==> src/rtl/data_bus_bridge_pkg.sv <==
// ============================================================================
// Module : data_bus_bridge_pkg
// Brief  : Size encodings, FSM state type and beat-count helper for the bridge
// Rev    : 1.0  initial release
// ============================================================================
`default_nettype none

package data_bus_bridge_pkg;

  localparam logic [1:0] SIZ_BYTE  = 2'd0;
  localparam logic [1:0] SIZ_HALF  = 2'd1;
  localparam logic [1:0] SIZ_WORD  = 2'd2;
  localparam logic [1:0] SIZ_DWORD = 2'd3;

  typedef enum logic [1:0] {
    ST_IDLE = 2'd0,
    ST_BEAT = 2'd1,
    ST_DONE = 2'd2
  } state_t;

  // Number of 16-bit bus beats needed for one CPU access of the given size.
  function automatic logic [2:0] beat_count(input logic [1:0] siz);
    case (siz)
      SIZ_WORD:  return 3'd2;
      SIZ_DWORD: return 3'd4;
      default:   return 3'd1;
    endcase
  endfunction

endpackage

`default_nettype wire

==> src/rtl/data_bus_bridge_load_extend.sv <==
// ============================================================================
// Module : load_extend
// Brief  : Combinational sign/zero extension of assembled read data by size
// Rev    : 1.0  initial release
// ============================================================================
`default_nettype none

module load_extend
  import data_bus_bridge_pkg::*;
(
  input  logic [1:0]  i_siz,
  input  logic        i_signed,
  input  logic        i_adr0,
  input  logic [63:0] i_raw,
  output logic [63:0] o_ext
);

  logic [7:0] w_byte;

  always_comb begin
    // A byte access only ever fills lane 0; the address LSB picks the half.
    w_byte = i_adr0 ? i_raw[15:8] : i_raw[7:0];
    case (i_siz)
      SIZ_BYTE: o_ext = {{56{i_signed & w_byte[7]}}, w_byte};
      SIZ_HALF: o_ext = {{48{i_signed & i_raw[15]}}, i_raw[15:0]};
      SIZ_WORD: o_ext = {{32{i_signed & i_raw[31]}}, i_raw[31:0]};
      default:  o_ext = i_raw;
    endcase
  end

endmodule

`default_nettype wire

==> src/rtl/data_bus_bridge.sv <==
// ============================================================================
// Module : data_bus_bridge
// Brief  : 64-bit CPU data port to 16-bit Wishbone classic multi-beat bridge
// Rev    : 1.0  initial release
// ============================================================================
`default_nettype none

module data_bus_bridge
  import data_bus_bridge_pkg::*;
#(
  parameter int ADDR_W = 64
) (
  input  logic              clk_i,
  input  logic              reset_i,
  input  logic              dcyc_i,
  input  logic              dstb_i,
  input  logic              dwe_i,
  input  logic [1:0]        dsiz_i,
  input  logic              dsigned_i,
  input  logic [ADDR_W-1:0] dadr_i,
  input  logic [63:0]       ddat_i,
  output logic [63:0]       ddat_o,
  output logic              dack_o,
  output logic [ADDR_W-1:0] wb_adr_o,
  output logic [15:0]       wb_dat_o,
  output logic [1:0]        wb_sel_o,
  output logic              wb_we_o,
  output logic              wb_cyc_o,
  output logic              wb_stb_o,
  input  logic [15:0]       wb_dat_i,
  input  logic              wb_ack_i
);

  state_t            r_state;
  logic [ADDR_W-1:0] r_adr;
  logic [63:0]       r_wdat;
  logic              r_we;
  logic [1:0]        r_siz;
  logic              r_sgn;
  logic [1:0]        r_beat;
  logic [63:0]       r_raw;

  logic              w_last;
  logic [1:0]        w_beat_nxt;
  logic [63:0]       w_raw_nxt;
  logic [63:0]       w_ext;

  // Aligned base (low siz bits cleared) plus two bytes per beat index.
  function automatic logic [ADDR_W-1:0] f_beat_adr(input logic [ADDR_W-1:0] adr,
                                                   input logic [1:0]        siz,
                                                   input logic [1:0]        k);
    logic [ADDR_W-1:0] m;
    m = ~((ADDR_W'(1) << siz) - ADDR_W'(1));
    return (adr & m) + (ADDR_W'(k) << 1);
  endfunction

  function automatic logic [15:0] f_beat_dat(input logic [63:0] dat,
                                             input logic [1:0]  siz,
                                             input logic [1:0]  k);
    if (siz == SIZ_BYTE) return {dat[7:0], dat[7:0]};
    return dat[{k, 4'b0000} +: 16];
  endfunction

  function automatic logic [1:0] f_sel(input logic [1:0] siz, input logic a0);
    if (siz == SIZ_BYTE) return a0 ? 2'b10 : 2'b01;
    return 2'b11;
  endfunction

  assign w_last     = ({1'b0, r_beat} + 3'd1) == beat_count(r_siz);
  assign w_beat_nxt = r_beat + 2'd1;

  always_comb begin
    w_raw_nxt = r_raw;
    w_raw_nxt[{r_beat, 4'b0000} +: 16] = wb_dat_i;
  end

  load_extend u_load_extend (
    .i_siz    (r_siz),
    .i_signed (r_sgn),
    .i_adr0   (r_adr[0]),
    .i_raw    (w_raw_nxt),
    .o_ext    (w_ext)
  );

  always_ff @(posedge clk_i) begin
    if (reset_i) begin
      r_state  <= ST_IDLE;
      r_adr    <= '0;
      r_wdat   <= '0;
      r_we     <= 1'b0;
      r_siz    <= SIZ_BYTE;
      r_sgn    <= 1'b0;
      r_beat   <= 2'd0;
      r_raw    <= '0;
      wb_adr_o <= '0;
      wb_dat_o <= '0;
      wb_sel_o <= 2'b00;
      wb_we_o  <= 1'b0;
      wb_cyc_o <= 1'b0;
      wb_stb_o <= 1'b0;
      dack_o   <= 1'b0;
      ddat_o   <= '0;
    end else begin
      case (r_state)
        ST_IDLE: begin
          if (dcyc_i && dstb_i) begin
            r_adr    <= dadr_i;
            r_wdat   <= ddat_i;
            r_we     <= dwe_i;
            r_siz    <= dsiz_i;
            r_sgn    <= dsigned_i;
            r_beat   <= 2'd0;
            r_raw    <= '0;
            wb_adr_o <= f_beat_adr(dadr_i, dsiz_i, 2'd0);
            wb_dat_o <= f_beat_dat(ddat_i, dsiz_i, 2'd0);
            wb_sel_o <= f_sel(dsiz_i, dadr_i[0]);
            wb_we_o  <= dwe_i;
            wb_cyc_o <= 1'b1;
            wb_stb_o <= 1'b1;
            r_state  <= ST_BEAT;
          end
        end
        ST_BEAT: begin
          if (wb_ack_i) begin
            r_raw  <= w_raw_nxt;
            r_beat <= w_beat_nxt;
            if (w_last) begin
              wb_cyc_o <= 1'b0;
              wb_stb_o <= 1'b0;
              wb_we_o  <= 1'b0;
              dack_o   <= 1'b1;
              ddat_o   <= w_ext;
              r_state  <= ST_DONE;
            end else begin
              wb_adr_o <= f_beat_adr(r_adr, r_siz, w_beat_nxt);
              wb_dat_o <= f_beat_dat(r_wdat, r_siz, w_beat_nxt);
            end
          end
        end
        ST_DONE: begin
          dack_o  <= 1'b0;
          r_state <= ST_IDLE;
        end
        default: r_state <= ST_IDLE;
      endcase
    end
  end

endmodule

`default_nettype wire

==> config.mk <==
export PLATFORM = sky130hd
export DESIGN_NAME = data_bus_bridge
export DESIGN_NICKNAME = d
export VERILOG_FILES = /design/src/rtl/data_bus_bridge_pkg.sv /design/src/rtl/data_bus_bridge_load_extend.sv /design/src/rtl/data_bus_bridge.sv
export SDC_FILE = /design/constraint.sdc
export NUM_CORES = 1
export LEC_CHECK = 0
export ABC_AREA = 1
export CAP_MARGIN = 10
export CORE_AREA = 2 2 190 192
export DETAILED_ROUTE_END_ITERATION = 8
export DIE_AREA = 0 0 192 194
export DONT_BUFFER_PORTS = 1
export HOLD_SLACK_MARGIN = 0.03
export PLACE_DENSITY = 0.67
export SYNTH_ARGS = -nofsm -noshare
export SYNTH_HDL_FRONTEND = slang
export SYNTH_SLANG_ARGS = --single-unit
==> constraint.sdc <==
create_clock -name clk_i -period 3.5 [get_ports clk_i]
set_clock_uncertainty 0.15 [all_clocks]
set_input_delay 0.35 -clock clk_i [delete_from_list [all_inputs] [get_ports clk_i]]
set_output_delay 0.35 -clock clk_i [all_outputs]
set_load 0.005 [all_outputs]
-- Yosys cells after proc, flatten, opt, wreduce, memory -nomap -nowiden
Index checks and enable logic that the tools add are counted.
- muxes and demuxes: 47
- equal/unequal tests: 10
- shift operators: 5
- bitwise gates (word level): 7
- reductions and logical operators: 13
- add/subtract/negate cells: 6
- multiply operators: 0
- divide/modulo/power cells: 0
- $lt $le $gt $ge: 0
- operators by type and width (operator ; count):
    $mux W64 ; 5
    $pmux W64 S2 ; 2
    $pmux W64 S3 ; 1
    $and A64 B64 Y64 ; 2
    $not A64 Y64 ; 2
    $shl A1 B2 Y64 const A ; 2
    $sub A64 B2 Y64 const B ; 2
    $mux W16 ; 7
    $add A64 B3 Y64 ; 1
    $bwmux W64 ; 1
    $shift A16 B8 Y64 const A ; 1
    $shiftx A16 B8 Y64 ; 1
    $shiftx A64 B7 Y16 ; 1
    $pmux W16 S2 ; 1
    $mux W2 ; 8
    $mux W1 ; 15
    $reduce_and A3 Y1 ; 4
    $mux W8 ; 1
    $ne A2 B2 Y1 const B ; 4
    $neg A6 Y8 ; 1
    $pmux W2 S2 ; 2
    $reduce_and A4 Y1 ; 2
    $eq A2 B2 Y1 const B ; 3
    $logic_not A2 Y1 ; 3
    10 further kinds ; 16
- memories: 0
- RAM bits: 0
- register bits: 348
- bits of input ports: 153
- bits in read-only memories: 0
- bits in latches: 0
- output and inout bits: 150

-- Longest topological paths before layout
Gate-level depths: netlist of run 1.
- depth after elaboration: 11
- depth in mapped cells: 22
- gate-level depth less buffers: 21

-- Cells and area by module
A second synthesis of run 1 with hierarchy kept.
- cells, all modules: 2810
- area total of the unflattened synthesis: 18308.8 µm²
- modules (own cells, without submodules) (module ; area each (µm²) ; cells an instance ; sequential area each (µm²) ; instances):
    data_bus_bridge ; 17284.1 ; 2647 ; 6966.7 ; 1
    load_extend ; 1024.7 ; 163 ; 0.0 ; 1

-- Least setup slack after synthesis of run 1
OpenSTA, ideal clock, no wires.
- kind: flip-flop to flip-flop
- start point: reg r_beat[0]
- end point: reg wb_adr_o[61]
- slack: 0.261 ns
- data arrival time: 2.957 ns
- cell stages (with the launch flop): 20
- buffers on the path: 3
- path through: dfxtp_1 inv_2 clkbuf_1 ha_1 inv_2 buf_2 clkbuf_1 fa_1 inv_1 nand2_1 nor2_2 nand2_2 nor2_2 nand2_2 nor2_2 nand2_1 nand2_1 nand3_1 nand2_1 a21oi_1
- longest elaborated chain between the ends: 5
- elaborated cells between the ends (all ways): 9
- those cells by class: add/sub: 3; eq/ne: 2; mux: 3; reduce/logical: 1
- RTL lines (what ; line ; text):
    start, declared ; data_bus_bridge.sv:40 ; logic [1:0] r_beat;
    start signal, assigned ; data_bus_bridge.sv:126 ; r_beat <= w_beat_nxt;
    $add A2 B1 Y2 ; data_bus_bridge.sv:70 ; assign w_beat_nxt = r_beat + 2'd1;
    $add A64 B3 Y64 ; data_bus_bridge.sv:54 ; return (adr & m) + (ADDR_W'(k) << 1);
    $mux W64 ; data_bus_bridge.sv:127 ; if (w_last) begin
    $mux W64 ; data_bus_bridge.sv:124 ; if (wb_ack_i) begin
    $pmux W64 S2 ; data_bus_bridge.sv:104 ; case (r_state)
    end signal, assigned ; data_bus_bridge.sv:114 ; wb_adr_o <= f_beat_adr(dadr_i, dsiz_i, 2'd0);
    end signal, assigned ; data_bus_bridge.sv:135 ; wb_adr_o <= f_beat_adr(r_adr, r_siz, w_beat_nxt);
    end, declared ; data_bus_bridge.sv:24 ; output logic [ADDR_W-1:0] wb_adr_o,
Several ways; a longest one is shown, not always the timed one. The select of a mux whose other input is x is not followed.
A chain may end at the register's enable or synchronous reset.

-- Worst setup path after layout of run 1
- start point: reg r_siz[1]
- end point: reg wb_adr_o[37]
- longest elaborated chain between the ends: 8
- elaborated cells between the ends (all ways): 14
- those cells by class: add/sub: 2; eq/ne: 4; shift: 1; mux: 4; bitwise: 2; reduce/logical: 1
- RTL lines (what ; line ; text):
    start, declared ; data_bus_bridge.sv:38 ; logic [1:0] r_siz;
    start signal, assigned ; data_bus_bridge.sv:110 ; r_siz <= dsiz_i;
    $shl A1 B2 Y64 ; data_bus_bridge.sv:53 ; m = ~((ADDR_W'(1) << siz) - ADDR_W'(1));
    $sub A64 B2 Y64 ; data_bus_bridge.sv:53 ;
    $not A64 Y64 ; data_bus_bridge.sv:53 ;
    $and A64 B64 Y64 ; data_bus_bridge.sv:54 ;
    $add A64 B3 Y64 ; data_bus_bridge.sv:54 ;
    $mux W64 ; data_bus_bridge.sv:127 ;
    $mux W64 ; data_bus_bridge.sv:124 ;
    $pmux W64 S2 ; data_bus_bridge.sv:104 ;
Several ways; a longest one is shown, not always the timed one. The select of a mux whose other input is x is not followed.

==> flow_summary.json, run 1 <==
{
  "status": "completed",
  "grt_remaining_overflow": 0,
  "drtPass1Iterations": 5,
  "start_util": 0.496,
  "grt_usage": 0.336,
  "post-cts-setup-buffers": 0,
  "grt_pass1_vias": 16772,
  "fp.dieH_um": 194,
  "io_pins": 303,
  "hpwlAfterDp_mm": 43.7,
  "design.die.area_um2": 37200,
  "finalMaxSlewViolations": 0,
  "final_area_um2": 20600,
  "power_density_nw_per_um2": 477,
  "synth_ff_type": "dfxtp_1",
  "wl_mm": 64.6,
  "post-route-period-util": 0.916,
  "timing.fmax_mhz": 312,
  "antenna_found_initial": 3,
  "ys_async_sr_fraction": 0,
  "grt_busiest_layer": "met2",
  "dp_slack_ps": 197,
  "cts_root_buf": "clkbuf_16",
  "htree_levels": 2,
  "multiInputGateArea_um2": 8940,
  "drc": 0,
  "cts.sink_count": 348,
  "post_drt_wl_per_cell_um": 20.2,
  "yosysTopAreaCell": "dfxtp_1",
  "core_area_um2": 35200,
  "syn_nets": 2800,
  "maxCapViolCount": 0,
  "vias_per_cell": 5.78,
  "arrival_ps": 3550,
  "setup_slack_ps": 293,
  "setup_viol": 0,
  "yosysWarnings": 0,
  "use_met2": 0.506,
  "synth_cell_types": 45,
  "use_met1": 0.483,
  "clk_pin_slew_ps": 60,
  "cts_buffers": 40,
  "hold_class": "in2reg",
  "avgSynthCellArea_um2": 6.63,
  "std_cell_rows": 69,
  "area_growth_syn_to_layout_pct": 17.9,
  "postPlaceCellArea_um2": 17800,
  "grtUsageMet3": 0.0710,
  "yosysSeqAreaShare": 0.399,
  "finalSetupTns_ps": 0,
  "hold_viol_final": 0,
  "chipWidth_um": 192,
  "synth-edff-count": 0,
  "synth_top_cell_area_share": 0.399,
  "p_leak_nw": 8.02,
  "cts_tree": "done",
  "synth.area.top_cells": "dfxtp_1 (40%), nand2_1 (11%), o21ai_0 (9.0%)",
  "grt_max_degree": 127,
  "critPathKind": "reg2reg",
  "fillers": 3361,
  "io_buffers": 0,
  "vias": 18522,
  "end_kind": "register",
  "final_nets": 2873,
  "grt_pass1_wl_mm": 97.7,
  "r2r_slack_ps": 290,
  "ys_seq_elements": 348,
  "gp_congestion": 0.966,
  "tightest_slew_ps": 1260,
  "drive_above_1_share": 0.0693,
  "netlist_area_um2": 17500,
  "clockBufferDepth": 3,
  "rsz0062_at_grt": "false",
  "insertion_delay_ps": 570,
  "period_minus_slack_ps": 3210,
  "synthCells": 2636,
  "slew_headroom": 0.161,
  "ir_worst_vdd_v": 0.000408,
  "register_area_um2": 6970,
  "cp.required_ps": 3840,
  "ant_nets": 0,
  "cp_max_fo": 5,
  "critPathLaunchType": "register",
  "initialDrtViolationCount": 2047
}
layer usage:
metal	vias to the layer above	wire length (µm)
li1	8825	-
met3	102	6200
met5	-	11
met1	8704	28700
met4	2	1550
met2	889	28100
path summary, 6_finish.rpt:
path / cells after the start / to / from
worst min register to register: 2 / r_wdat[31] / r_wdat[31]
worst max register to register: 19 / wb_adr_o[37] / r_siz[1]
worst max-delay path: 19 / wb_adr_o[37] / r_siz[1]
worst min-delay path: 4 / r_raw[42] / wb_dat_i[10]
worst max-delay path, stage by stage, from the launching register on:
cell and delay, ps:
dfxtp_1 380, nor2_2 160, inv_1 60, ha_1 270, nand2_1 50, inv_1 50, ha_1 160, inv_1 60
fa_1 370, inv_1 100, nand2_1 100, nor2_4 150, nand2_2 120, nor2_2 180, nand2_2 160, nor2_2 230
nand3_1 100, nand2_1 70, nand3_1 80, a21oi_1 140
where the power goes:
group / switching [W] / internal (W) / total (W)
Clock: 0.00174 / 0.00234 / 0.00408
Sequential: 0.000219 / 0.00420 / 0.00442
Combinational: 0.000857 / 0.000458 / 0.00131
timing repair:
action / in CTS / in global routing
resized for setup: 0 / 7
hold buffers: 152 / 0
hold endpoints to repair: 287 / 0
setup endpoints to repair: 0 / 9
synth_stat cells, drive strengths merged, types with 5 or more instances:
cell type  instances
nor3              11
or2                5
a211oi            41
nand4             17
a21oi            288
o21a               7
ha                10
dfxtp            348
inv              221
nand3            137
clkbuf           121
xor2              13
a22oi              7
nand2            536
nor2             431
buf               50
a31oi              9
o211ai             6
o21ai            318
o22ai             47
logic make-up after synthesis:
family | Yosys count | synth area share
and+or+nand+nor | 1141 | 0.269
DFF | 348 | 0.399
xor gates and xnor gates | 15 | 0.00752
adders and majority gates | 11 | 0.00831
AOI/OAI and AO/OA | 728 | 0.225
buffers and inverters | 393 | 0.0920
placed cells by master (no fill, tap or decap), types with 3 or more instances in the layout:
| cell type | netlist | final |
|---|---|---|
| nor2_2 | 20 | 21 |
| a21oi_1 | 288 | 288 |
| nand2_1 | 526 | 525 |
| clkinv_2 | 0 | 12 |
| or2_2 | 4 | 4 |
| nor2_1 | 409 | 405 |
| o21a_1 | 7 | 7 |
| a22oi_1 | 7 | 7 |
| o211ai_1 | 6 | 6 |
| nand2_2 | 10 | 10 |
| a31oi_1 | 9 | 9 |
| o22ai_1 | 47 | 47 |
| o21ai_0 | 315 | 315 |
| nor3_1 | 7 | 7 |
| o21ai_1 | 3 | 3 |
| buf_12 | 0 | 7 |
| nor3_2 | 3 | 3 |
| inv_1 | 208 | 207 |
| a211oi_1 | 33 | 33 |
| clkbuf_16 | 0 | 40 |
| clkbuf_8 | 0 | 7 |
| nand3_2 | 4 | 6 |
| nand4_1 | 16 | 16 |
| inv_2 | 13 | 12 |
| dlygate4sd3_1 | 0 | 151 |
| ha_1 | 10 | 10 |
| dfxtp_1 | 348 | 348 |
| nand3_1 | 133 | 131 |
| nor2_4 | 0 | 3 |
| xor2_1 | 13 | 13 |
| clkbuf_1 | 121 | 9 |
| buf_4 | 13 | 43 |
| a211oi_2 | 8 | 8 |
sequential cells by signal (all words and copies together) (netlist names), 2 cells and up:
name      cells
ddat_o       64
r_adr        64
r_raw        64
r_wdat       64
wb_adr_o     64
wb_dat_o     16
r_beat        2
r_siz         2
r_state       2
wb_sel_o      2
layout make-up:
class | instances | area share
sequential | 348 | 0.338
inverter | 222 | 0.0408
timing repair buffer | 202 | 0.0972
antenna | 2 | 0.000243
clock inverter | 17 | 0.00638
tap | 461 | 0.0280
multi-input combinational | 1895 | 0.434
clock buffer | 56 | 0.0549
metrics by stage:
stage	utilization	power (W)	std cells	hold slack, ps
floorplan	-	0.00525	2636	274
global placement	0.504	0.00559	2976	281
detailed placement	0.504	0.00560	2976	286
CTS	0.584	0.00986	3201	35.4
global route	0.585	0.0102	3203	74.7
finish	0.585	0.00982	3203	66.8
(Power assumes the default switching activity.)
==> run 2, diff against run 1 <==
--- a/config.mk
+++ b/config.mk
@@ -6,13 +6,13 @@
 export NUM_CORES = 1
 export LEC_CHECK = 0
 export ABC_AREA = 1
-export CAP_MARGIN = 10
-export CORE_AREA = 2 2 190 192
+export CORE_AREA = 2 2 195 197
 export DETAILED_ROUTE_END_ITERATION = 8
-export DIE_AREA = 0 0 192 194
+export DIE_AREA = 0 0 197 199
 export DONT_BUFFER_PORTS = 1
 export HOLD_SLACK_MARGIN = 0.03
 export PLACE_DENSITY = 0.67
 export SYNTH_ARGS = -nofsm -noshare
 export SYNTH_HDL_FRONTEND = slang
+export SYNTH_HIERARCHICAL = 1
 export SYNTH_SLANG_ARGS = --single-unit
==> constraint.sdc (replaced) <==
create_clock -name clk_i -period 3.5 [get_ports clk_i]
set_clock_uncertainty 0.15 [all_clocks]
set_input_delay 0.7 -clock clk_i [delete_from_list [all_inputs] [get_ports clk_i]]
set_output_delay 0.7 -clock clk_i [all_outputs]
set_load 0.005 [all_outputs]
==> run 2 against run 1 <==
Effect of this change: sequential share of layout area grew 1.2 points; register-to-register slack lost 40 ps; total power shrank 1.4%; combinational power shrank 5%; routed wire length grew 1.9%; final cell count grew 0.78%; non-clock buffer count shrank 141; flip-flop and latch count is the same; critical endpoint is now wb_adr_o[55].
==> flow_summary.json, run 2 <==
{
  "post_drt_wl_per_cell_um": 20.4,
  "antenna_cells": 0,
  "synth_top_cell_area_share": 0.381,
  "cts_buffers": 39,
  "cp.required_ps": 3790,
  "cts.sink_count": 348,
  "drc": 0,
  "synth.mux.area_fraction": 0,
  "cp_slowest_stage_delay_ps": 390,
  "hold_viol_final": 0,
  "reg2reg_from": "r_siz[1]",
  "vias_per_cell": 5.77,
  "stdcell_count": 3228,
  "chipWidth_um": 197,
  "synthTopCellsByCount": "nand2_1 (584), nor2_1 (508), dfxtp_1 (348), o21ai_0 (309), a21oi_1 (247)",
  "register_area_um2": 6970,
  "critPathKind": "reg2reg",
  "htree_levels": 2,
  "final_nets": 2896,
  "cts_root_buf": "clkbuf_16",
  "yosysSeqAreaShare": 0.381,
  "ant_nets": 0,
  "synth_compound_area_frac": 0.193,
  "yosysWarnings": 6,
  "area_growth_syn_to_layout_pct": 8.54,
  "cp_slowest_cell": "nor2_1",
  "avgSynthCellArea_um2": 6.52,
  "slew_headroom": 0.421,
  "wl_met3_mm": 6.32,
  "finalMaxSlewViolations": 0,
  "post-cts-setup-buffers": 0,
  "synth_xor_xnor_area_share": 0.00718,
  "synth_cell_types": 42,
  "ir_worst_vdd_v": 0.000361,
  "utilization": 0.535,
  "period_minus_slack_ps": 3240,
  "initialDrtViolationCount": 1697,
  "syn_nets": 2975,
  "drtPass1Iterations": 6,
  "io_pins": 303,
  "design.die.area_um2": 39200,
  "rsz0062_at_grt": "false",
  "end_kind": "register",
  "arrival_ps": 3530,
  "p_leak_nw": 7.97,
  "startpoint": "r_siz[1]",
  "cpMostUsedCell": "nand2_1",
  "routed.top_layer": "met5",
  "io_buffers": 0,
  "synthCells": 2810,
  "synth_top_family_by_area": "simple AND/OR/NAND/NOR gates",
  "vias": 18621,
  "cp_num_buf_inv": 4,
  "core_area_um2": 37100,
  "synthSimpleGateAreaFrac": 0.312,
  "final_common_cell": "nand2_1",
  "hpwlAfterDp_mm": 46.9,
  "synth_ff_type": "dfxtp_1",
  "netlist_area_um2": 18300,
  "synth_most_common_cell": "nand2_1",
  "met2WireLength_mm": 27.8,
  "ys_seq_elements": 348,
  "yosysTopAreaCell": "dfxtp_1",
  "clockBufferDepth": 3,
  "grt_pass1_wl_mm": 101,
  "grt_max_degree": 139,
  "drive_above_1_share": 0.0875,
  "postPlaceCellArea_um2": 18600,
  "grt_remaining_overflow": 0,
  "grt_pass1_vias": 17216,
  "cts_tree": "done",
  "cp_max_fo": 5,
  "setup_viol": 0,
  "fp.dieH_um": 199,
  "final_cell_mix": "nand2_1 (583), nor2_1 (505), dfxtp_1 (347), o21ai_0 (309), a21oi_1 (247)",
  "ys_async_sr_fraction": 0,
  "hold_class": "in2reg",
  "synth-edff-count": 0,
  "wl_met1_mm": 30.1,
  "synth.area.top_cells": "dfxtp_1 (38%), nand2_1 (12%), nor2_1 (10%)",
  "min_from": "reset_i",
  "timing.fmax_mhz": 308,
  "grt_usage": 0.330,
  "tightest_slew_ps": 869,
  "critPathLaunchType": "register",
  "finalSetupTns_ps": 0,
  "gp_congestion": 0.950,
  "critPathTopFamily": "simple AND/OR/NAND/NOR gates",
  "power_density_nw_per_um2": 487,
  "antenna_found_initial": 1,
  "wl_mm": 65.8,
  "status": "completed",
  "start_util": 0.493,
  "final_area_um2": 19900,
  "path_cells": "nor2_2 > clkinv_1 > ha_1 > nand2_1 > inv_1 > ha_1 > inv_1 > fa_1 > nor2_1 > nand2_1 > nor2_2 > inv_1 > nor2_1 > nand2_1 > nand2_1 > nand3_1 > nand2_1 > a21oi_1",
  "holdWs_ps": 72.9,
  "post-route-period-util": 0.927,
  "std_cell_rows": 71,
  "clk_pin_slew_ps": 60,
  "synthAdderAreaFrac": 0.00861,
  "dpl.cell_count": 3164,
  "insertion_delay_ps": 570,
  "fillers": 3823,
  "maxCapViolCount": 0,
  "multiInputGateArea_um2": 9580
}
-- run 2: timing repair --
action,CTS,global route
gates resized for setup,0,4
endpoints found under the setup margin,0,5
hold buffers,0,0
-- run 2: where the power goes --
part	leakage (nW)	switching, W	internal [W]
Combinational	4.52	0.000867	0.000368
Clock	0.606	0.00171	0.00233
Sequential	2.84	0.000206	0.00420
-- run 2: cell families after synthesis --
family                     count (synthesis)
DFF                                      348
AOI/OAI and AO/OA                        666
adders and majority gates                 12
buffers and inverters                    432
xor gates and xnor gates                  15
and+or+nand+nor                         1337
-- run 2: layout make-up --
type | instances | share of cell area
Multi-Input combinational cell | 2030 | 0.482
Sequential cell | 348 | 0.351
Clock buffer | 54 | 0.0570
Inverter | 251 | 0.0478
Tap cell | 474 | 0.0298
Timing Repair Buffer | 61 | 0.0275
Clock inverter | 10 | 0.00535
-- run 2: worst register-to-register path, stage by stage (launching register included) --
cell	delay, ps
dfxtp_1	360
nor2_2	140
clkinv_1	100
ha_1	280
nand2_1	50
inv_1	50
ha_1	200
inv_1	70
fa_1	380
nor2_1	150
nand2_1	200
nor2_2	150
inv_1	80
nor2_1	390
nand2_1	110
nand2_1	70
nand3_1	60
nand2_1	90
a21oi_1	50
-- run 2: final timing paths --
| kind | to | slack [ps] | depth (start not counted) |
|---|---|---|---|
| max | wb_adr_o[55] | 260 | 18 |
| min | wb_adr_o[52] | 70 | 1 |
| max reg2reg | wb_adr_o[55] | 260 | 18 |
| min reg2reg | r_adr[47] | 300 | 2 |
-- run 2: layer usage --
metal | GRT usage | vias to the layer above
met5 | 0 | -
li1 | - | 8950
met1 | 0.475 | 8764
met4 | 0.0919 | 2
met3 | 0.0738 | 95
met2 | 0.494 | 810
-- run 2: per-stage QoR --
step	total power, W	setup slack [ps]
detailed placement	0.00570	240
global route	0.0101	3.10
floorplan	0.00532	4.60
CTS	0.00973	211
global placement	0.00569	276
finish	0.00968	257
